$ cat config.mk
export PLATFORM = sky130hd
export DESIGN_NAME = divider_seq_n_flat
export DESIGN_NICKNAME = d
export VERILOG_FILES = /design/src/rtl/divider_seq_n_if.sv /design/src/rtl/divider_seq_n.sv /design/src/flat_wrapper.sv
export SDC_FILE = /design/constraint.sdc
export NUM_CORES = 1
export LEC_CHECK = 0
export CORE_ASPECT_RATIO = 0.8
export CORE_UTILIZATION = 50
export CTS_BUF_LIST = sky130_fd_sc_hd__clkbuf_4 sky130_fd_sc_hd__clkbuf_8
export CTS_CLUSTER_SIZE = 25
export DETAILED_ROUTE_END_ITERATION = 10
export DONT_BUFFER_PORTS = 1
export PLACE_DENSITY = 0.68
export SKIP_CTS_REPAIR_TIMING = 1
export SKIP_LAST_GASP = 1
export SYNTH_ARGS = -nofsm -noshare
export SYNTH_HDL_FRONTEND = slang
export SYNTH_SLANG_ARGS = --single-unit
$ cat constraint.sdc
create_clock -name clk -period 2.48 [get_ports clk]
set_input_delay 0.372 -clock clk [delete_from_list [all_inputs] [get_ports clk]]
set_output_delay 0.372 -clock clk [all_outputs]
set_load 0.01 [all_outputs]
$ cat src/rtl/divider_seq_n_if.sv
// Start/busy/done handshake bundle for the sequential divider.
// The master (control unit or bench) drives operands; the slave (divider) returns results.
interface divider_seq_n_if #(
  parameter int WIDTH = 32
);
  logic             in_start;
  logic             in_signed;
  logic [WIDTH-1:0] in_dividend;
  logic [WIDTH-1:0] in_divisor;
  logic             out_busy;
  logic             out_done;
  logic [WIDTH-1:0] out_quotient;
  logic [WIDTH-1:0] out_remainder;
  logic             out_div_by_zero;

  modport master (
    output in_start, in_signed, in_dividend, in_divisor,
    input  out_busy, out_done, out_quotient, out_remainder, out_div_by_zero
  );

  modport slave (
    input  in_start, in_signed, in_dividend, in_divisor,
    output out_busy, out_done, out_quotient, out_remainder, out_div_by_zero
  );
endinterface

$ cat src/rtl/divider_seq_n.sv
// Radix-2 restoring divider, WIDTH iterations, fixed data-independent latency.
// Signed operands are reduced to magnitudes up front; signs are reapplied in FIX.
module divider_seq_n #(
  parameter int WIDTH = 32
) (
  input  logic            clk,
  input  logic            in_reset_n,
  divider_seq_n_if.slave  bus
);

  localparam int CW = (WIDTH > 2) ? $clog2(WIDTH) : 1;

  typedef enum logic [1:0] {
    IDLE = 2'd0,
    RUN  = 2'd1,
    FIX  = 2'd2
  } state_t;

  state_t           state;
  state_t           state_next;
  logic [CW-1:0]    count;
  logic [WIDTH-1:0] acc_a;
  logic [WIDTH-1:0] acc_q;
  logic [WIDTH-1:0] div_m;
  logic [WIDTH-1:0] dividend_raw;
  logic             neg_q;
  logic             neg_r;
  logic             zero_div;

  logic [WIDTH-1:0] dividend_mag;
  logic [WIDTH-1:0] divisor_mag;
  logic [WIDTH:0]   rem_shift;
  logic [WIDTH+1:0] trial;
  logic             accept;

  // Operand magnitudes; MIN stays 1<<(WIDTH-1), which is its correct unsigned magnitude.
  assign dividend_mag = (bus.in_signed && bus.in_dividend[WIDTH-1]) ? (~bus.in_dividend + 1'b1)
                                                                    : bus.in_dividend;
  assign divisor_mag  = (bus.in_signed && bus.in_divisor[WIDTH-1])  ? (~bus.in_divisor + 1'b1)
                                                                    : bus.in_divisor;

  // One restoring step: partial remainder is shifted one bit wider so 2A+1 never overflows.
  assign rem_shift = {acc_a, acc_q[WIDTH-1]};
  assign trial     = {1'b0, rem_shift} - {2'b00, div_m};
  assign accept    = (state == IDLE) && bus.in_start;

  assign bus.out_busy = (state != IDLE);

  // State register.
  always_ff @(posedge clk or negedge in_reset_n) begin
    if (!in_reset_n) state <= IDLE;
    else             state <= state_next;
  end

  // Next-state: IDLE -> RUN on start, RUN for WIDTH edges, one FIX edge, back to IDLE.
  always_comb begin
    state_next = state;
    unique case (state)
      IDLE:    if (bus.in_start) state_next = RUN;
      RUN:     if (count == '0) state_next = FIX;
      FIX:     state_next = IDLE;
      default: state_next = IDLE;
    endcase
  end

  // Datapath: operand capture, iteration, and result registration with sign/zero fixup.
  always_ff @(posedge clk or negedge in_reset_n) begin
    if (!in_reset_n) begin
      count               <= '0;
      acc_a               <= '0;
      acc_q               <= '0;
      div_m               <= '0;
      dividend_raw        <= '0;
      neg_q               <= 1'b0;
      neg_r               <= 1'b0;
      zero_div            <= 1'b0;
      bus.out_done        <= 1'b0;
      bus.out_quotient    <= '0;
      bus.out_remainder   <= '0;
      bus.out_div_by_zero <= 1'b0;
    end else begin
      bus.out_done <= 1'b0;
      if (accept) begin
        count        <= CW'(WIDTH - 1);
        acc_a        <= '0;
        acc_q        <= dividend_mag;
        div_m        <= divisor_mag;
        dividend_raw <= bus.in_dividend;
        neg_q        <= bus.in_signed && (bus.in_dividend[WIDTH-1] ^ bus.in_divisor[WIDTH-1]);
        neg_r        <= bus.in_signed && bus.in_dividend[WIDTH-1];
        zero_div     <= (bus.in_divisor == '0);
      end else if (state == RUN) begin
        count <= count - 1'b1;
        if (trial[WIDTH+1]) begin
          acc_a <= rem_shift[WIDTH-1:0];
          acc_q <= {acc_q[WIDTH-2:0], 1'b0};
        end else begin
          acc_a <= trial[WIDTH-1:0];
          acc_q <= {acc_q[WIDTH-2:0], 1'b1};
        end
      end else if (state == FIX) begin
        bus.out_done        <= 1'b1;
        bus.out_div_by_zero <= zero_div;
        if (zero_div) begin
          bus.out_quotient  <= '1;
          bus.out_remainder <= dividend_raw;
        end else begin
          bus.out_quotient  <= neg_q ? (~acc_q + 1'b1) : acc_q;
          bus.out_remainder <= neg_r ? (~acc_a + 1'b1) : acc_a;
        end
      end
    end
  end

endmodule

$ cat src/flat_wrapper.sv
// flat-port wrapper written by rule: the top's interface ports become plain ports
module divider_seq_n_flat 
#(
  parameter int WIDTH = 32
)
  (clk, in_reset_n, bus_in_start, bus_in_signed, bus_in_dividend, bus_in_divisor, bus_out_busy, bus_out_done, bus_out_quotient, bus_out_remainder, bus_out_div_by_zero);
  divider_seq_n_if #(.WIDTH(WIDTH)) bus_i ();
  input  logic clk;
  input  logic in_reset_n;
  input wire logic [$bits(bus_i.in_start)-1:0] bus_in_start;
  input wire logic [$bits(bus_i.in_signed)-1:0] bus_in_signed;
  input wire logic [$bits(bus_i.in_dividend)-1:0] bus_in_dividend;
  input wire logic [$bits(bus_i.in_divisor)-1:0] bus_in_divisor;
  output wire logic [$bits(bus_i.out_busy)-1:0] bus_out_busy;
  output wire logic [$bits(bus_i.out_done)-1:0] bus_out_done;
  output wire logic [$bits(bus_i.out_quotient)-1:0] bus_out_quotient;
  output wire logic [$bits(bus_i.out_remainder)-1:0] bus_out_remainder;
  output wire logic [$bits(bus_i.out_div_by_zero)-1:0] bus_out_div_by_zero;
  assign bus_i.in_start = bus_in_start;
  assign bus_i.in_signed = bus_in_signed;
  assign bus_i.in_dividend = bus_in_dividend;
  assign bus_i.in_divisor = bus_in_divisor;
  assign bus_out_busy = bus_i.out_busy;
  assign bus_out_done = bus_i.out_done;
  assign bus_out_quotient = bus_i.out_quotient;
  assign bus_out_remainder = bus_i.out_remainder;
  assign bus_out_div_by_zero = bus_i.out_div_by_zero;
  divider_seq_n #(.WIDTH(WIDTH)) u_core (.clk(clk), .in_reset_n(in_reset_n), .bus(bus_i));
endmodule
**Word-level counts from Yosys, hierarchy flattened**

Index checks and enable logic that the tools add are counted.

- Register bits after elaboration: 204
- Output and inout port bits: 67
- Word-level logic and storage cells: 61

- $add $sub $neg: 6
- Eq/ne operators: 4
- Muxes and demuxes: 20
- Bitwise gates (word level): 7
- Reductions and logical operators: 11

Operators with widths:

| cell | count |
|---|---|
| $mux 32 | 11 |
| $add 32x1->32 const B | 4 |
| $not 32->32 | 4 |
| $sub 33x32->34 | 1 |
| $logic_not 32->1 | 1 |
| $mux 5 | 2 |
| $logic_not 5->1 | 1 |
| $sub 5x1->5 const B | 1 |
| $logic_and 1x1->1 | 4 |
| $mux 1 | 4 |
| $mux 2 | 2 |
| $pmux 2 s2 | 1 |
| $reduce_bool 2->1 | 2 |
| $reduce_and 3->1 | 1 |
| $eq 2x1->1 const B | 1 |
| $eq 2x2->1 const B | 1 |
| $logic_not 2->1 | 1 |
| $ne 2x1->1 const B | 1 |
| $ne 2x2->1 const B | 1 |
| $not 1->1 | 2 |
| $reduce_and 2->1 | 1 |
| $xor 1x1->1 | 1 |

**Longest topological paths before layout**

- Depth in word-level cells: 4
- Gate-level depth with buffers: 13
- Gate-level depth less buffers: 11

**Least setup slack after synthesis**

Ideal clock, no wire load.

- Path type: register to register
- Start: register u_core.div_m[0]
- End: register u_core.acc_a[22]
- Library setup time: 66 ps
- Arrival: 2687 ps
- Setup slack: -273 ps
- Stages on the path, launching flop included: 11
- Buffers on the path: 0
- Period minus slack after synthesis: 2753 ps
- Path through: dfrtp_1 ha_1 fa_1 nor2b_1 o2111ai_1 a21boi_0 o2111ai_1 a31oi_1 nor3_1 or4b_2 nand2_1

- Word-level cells in the longest chain between the ends: 4

RTL lines:

| item | RTL line | RTL |
|---|---|---|
| from (decl) | divider_seq_n.sv:24 | `logic [WIDTH-1:0] div_m;` |
| from (signal assigned) | divider_seq_n.sv:87 | `div_m <= divisor_mag;` |
| $sub 33x32->34 | divider_seq_n.sv:44 | `assign trial = {1'b0, rem_shift} - {2'b00, div_m};` |
| $mux 32 | divider_seq_n.sv:94 | `if (trial[WIDTH+1]) begin` |
| $mux 32 | divider_seq_n.sv:92 | `end else if (state == RUN) begin` |
| $mux 32 | divider_seq_n.sv:83 | `if (accept) begin` |
| to (signal assigned) | divider_seq_n.sv:95 | `acc_a <= rem_shift[WIDTH-1:0];` |
| to (signal assigned) | divider_seq_n.sv:98 | `acc_a <= trial[WIDTH-1:0];` |
| to (decl) | divider_seq_n.sv:22 | `logic [WIDTH-1:0] acc_a;` |

Every way passes these cells. The select of a mux whose other input is x is not followed.
A chain may end at the register's enable or synchronous reset.

**Worst setup path after layout**

- Start: register u_core.acc_a[0]
- End: register u_core.acc_a[8]

- Word-level cells in the longest chain between the ends: 4

RTL lines:

| item | RTL line |
|---|---|
| $sub 33x32->34 | divider_seq_n.sv:44 |
| $mux 32 | divider_seq_n.sv:94 |
| $mux 32 | divider_seq_n.sv:92 |
| $mux 32 | divider_seq_n.sv:83 |

Every way passes these cells. The select of a mux whose other input is x is not followed.

==> results.toml <==
[cells_and_area]
fillers = 2124
final_common_cell = "nand2_1"
finish.utilization = 0.646
final_cell_mix = "276 x nand2_1, 203 x dfrtp_1, 179 x buf_4, 111 x nor2_1, 101 x o21ai_0"
syn2layout_area_growth_pct = 25.0
drive_gt1_frac = 0.203
nNetsFinal = 1802
antennaDiodeCount = 0

[clock_network]
cts-root-buf = "clkbuf_8"
clock_latency_ns = 0.54
clockBufferDepth = 3
path_clk_slew_ns = 0.06
htreeDepth = 2
numCtsBuffers = 36
cts_tree = "built"
clock-sinks = 204

[power]
powerDensity_nw_per_um2 = 1400
ir_worst_vdd_mv = 0.776
sw_frac_of_total = 0.423
p_total_mw = 22.3
clkPwrFrac = 0.151
internal-power_mw = 12.9
switchingPower_mw = 9.42
combPwrFrac = 0.606
seq_power_share = 0.243
power.leakage_nw = 7.00

[run_status]
violations = "hold timing, setup timing"
status = "complete, but fails checks"

[die]
fp.dieH_um = 145
io_pins = 135
die_area_um2 = 26100
initial_core_util = 0.516
placementRows = 51
dieWidth_um = 180
core_area_um2 = 24600

[synth]
synth_area_leader_cell = "dfrtp_1"
synth_area_per_cell_um2 = 8.36
synth-xor-area-share = 0.0916
synth_edf_count = 0
yosys.area_share.simple = 0.202
async_flop_share = 1.00
synth_top_family_by_area = "compound AO/OA/AOI/OAI gates"
ys_ff_latch = 204
yosys-top-cells-area = "dfrtp_1 40%, nand2_1 8.3%, xor2_1 6.0%"
synth.top_cell.area_share = 0.401
synthAdderAreaFrac = 0.0389
yosysSeqAreaShare = 0.401
ys_warn_count = 0
synth_compound_area_frac = 0.203
ys_types = 75
syn_nets = 1628
synth-main-ff-cell = "dfrtp_1"
syn_inst = 1521
syn_area_um2 = 12700
synthMuxAreaShare = 0.0205

[critical_path]
crit_path_start_kind = "register"
crit_required_ns = 2.86
crit_arrival_ns = 3.17
cp_max_fo = 7
end_kind = "register"
critPathLaunch = "u_core.acc_a[0]"
crit_type = "reg2reg"
r2r_start = "u_core.acc_a[0]"

[timing]
finalHoldViolCount = 204
timing.max_slew.rel_slack = 0.288
period_needed_ns = 2.78
finClkSkew_ns = 0.0294
finalCritPeriodShare = 1.12
maxSlewViolCount = 0
max_freq_ghz = 0.360
final.setup.worst_slack_ns = -0.301
setup_viol = 51
whs_ns = -0.456
worst_pin_slew_ns = 1.07
finalSetupTns_ns = -10.05
rsz0062_at_grt = "true"

[global_route]
overflow = 0
grt.total_usage = 0.270
grt_pass1_vias = 11000
antenna_found_initial = 0
grt_pass1_wl_um = 56600
grt_max_degree = 205

[detailed_routing]
dr.pass1.iters = 5
postRouteAntennaNets = 0
num_vias = 11800
drc = 0
drt_wl_total_um = 36900
wire_per_inst_um = 18.1
avgViaCountPerCell = 5.79
drtIter0Drc = 955

[placed_design]
place_hpwl_um = 25400
dpl_worst_slack_ns = -0.447
gp_congestion = 0.923
io_buffers = 0

[worst_hold_path]
hold_class = "in2async"

[run]
drv_cap = 0
-- power groups by stage --
stage	registers, mW	clock network (mW)	logic (mW)
finish	5.41	3.37	13.5
global route	5.53	3.57	14.8
CTS	5.33	3.41	12.1
detailed placement	5.38	0	12.0
global placement	5.36	0	11.7
floorplan	5.41	0	7.71
-- final timing paths --
kind,end,slack [ns],cells after the start
max in group asynchronous,u_core.acc_a[29],2.46,0
max reg2reg,u_core.acc_a[8],-0.30,12
min in group clk,u_core.div_m[31],0,2
min reg2reg,u_core.dividend_raw[18],0.47,2
max,u_core.acc_a[8],-0.30,12
min,u_core.div_m[5],-0.46,0
-- cell usage after synthesis (4+ instances only) --
master    number
nor3_1        22
or4_4          4
nor2_1       113
a31oi_1       30
o31ai_1       30
a21oi_1      108
a21o_1        22
o41ai_1       14
dfrtp_1      204
xor2_1        87
nand2_1      282
and2_1         9
or3_1         15
ha_1          38
nand2b_1      12
o22ai_1        6
buf_1          5
o21ai_0      140
nor4_1         8
mux2i_1       26
o311ai_0       4
o211ai_1       5
nor2b_1        9
inv_1         57
and4_1         4
and3_1        16
or4_1         12
nand3_1       24
nand4_1        8
xnor2_1       46
o21a_1        11
a32oi_1        9
clkbuf_1      76
-- sequential cells by signal, summed over array words and instances, names as in the netlist, 2 cells and up --
register                  count
u_core.acc_a                 32
u_core.acc_q                 32
u_core.bus.out_quotient      32
u_core.bus.out_remainder     32
u_core.div_m                 32
u_core.dividend_raw          32
u_core.count                  5
u_core.state                  2
-- worst max-delay path, stage by stage (launching register included) --
cell,delay [ns]
dfrtp_1,0.38
ha_1,0.29
nor2b_4,0.12
o31a_1,0.31
o211a_1,0.28
o211ai_1,0.17
buf_4,0.17
a31oi_4,0.13
a21oi_4,0.22
buf_12,0.14
buf_12,0.13
mux2i_2,0.22
o22ai_1,0.08
-- kinds of logic (layout without fill, tap and decap cells) --
family                   Yosys count  count (layout)
AND/OR/NAND/NOR                  558             558
AO/OA/AOI/OAI                    419             420
flip-flops                       204             204
buffers and inverters            142             336
XOR/XNOR                         133             133
adder cells (fa/ha/maj)           39              39
multiplexers                      26              26
-- per-stage QoR --
step / hold slack, ns / cells / area (µm²)
global placement: 0.0899 / 1928 / 14200
global route: -0.481 / 2034 / 15900
floorplan: 0.0764 / 1521 / 12800
finish: -0.456 / 2034 / 15900
detailed placement: 0.0882 / 1928 / 14200
CTS: -0.473 / 1987 / 15000
-- area by class of cell --
cell class	count	area (µm²)	share of cell area
multi-input combinational	1176	7610	0.478
sequential	204	5110	0.321
timing repair buffer	220	1820	0.114
clock buffer	53	673	0.0423
tap	318	398	0.0250
inverter	57	214	0.0135
clock inverter	6	85.1	0.00535
-- routing by layer --
metal	track usage	wire length [µm]	up-vias
li1	-	-	5686
met1	0.381	16900	5712
met2	0.424	16800	335
met3	0.0566	2490	43
met4	0.0639	588	2
met5	0.0133	31	-
Note: power is estimated with default switching activity, not from simulation.
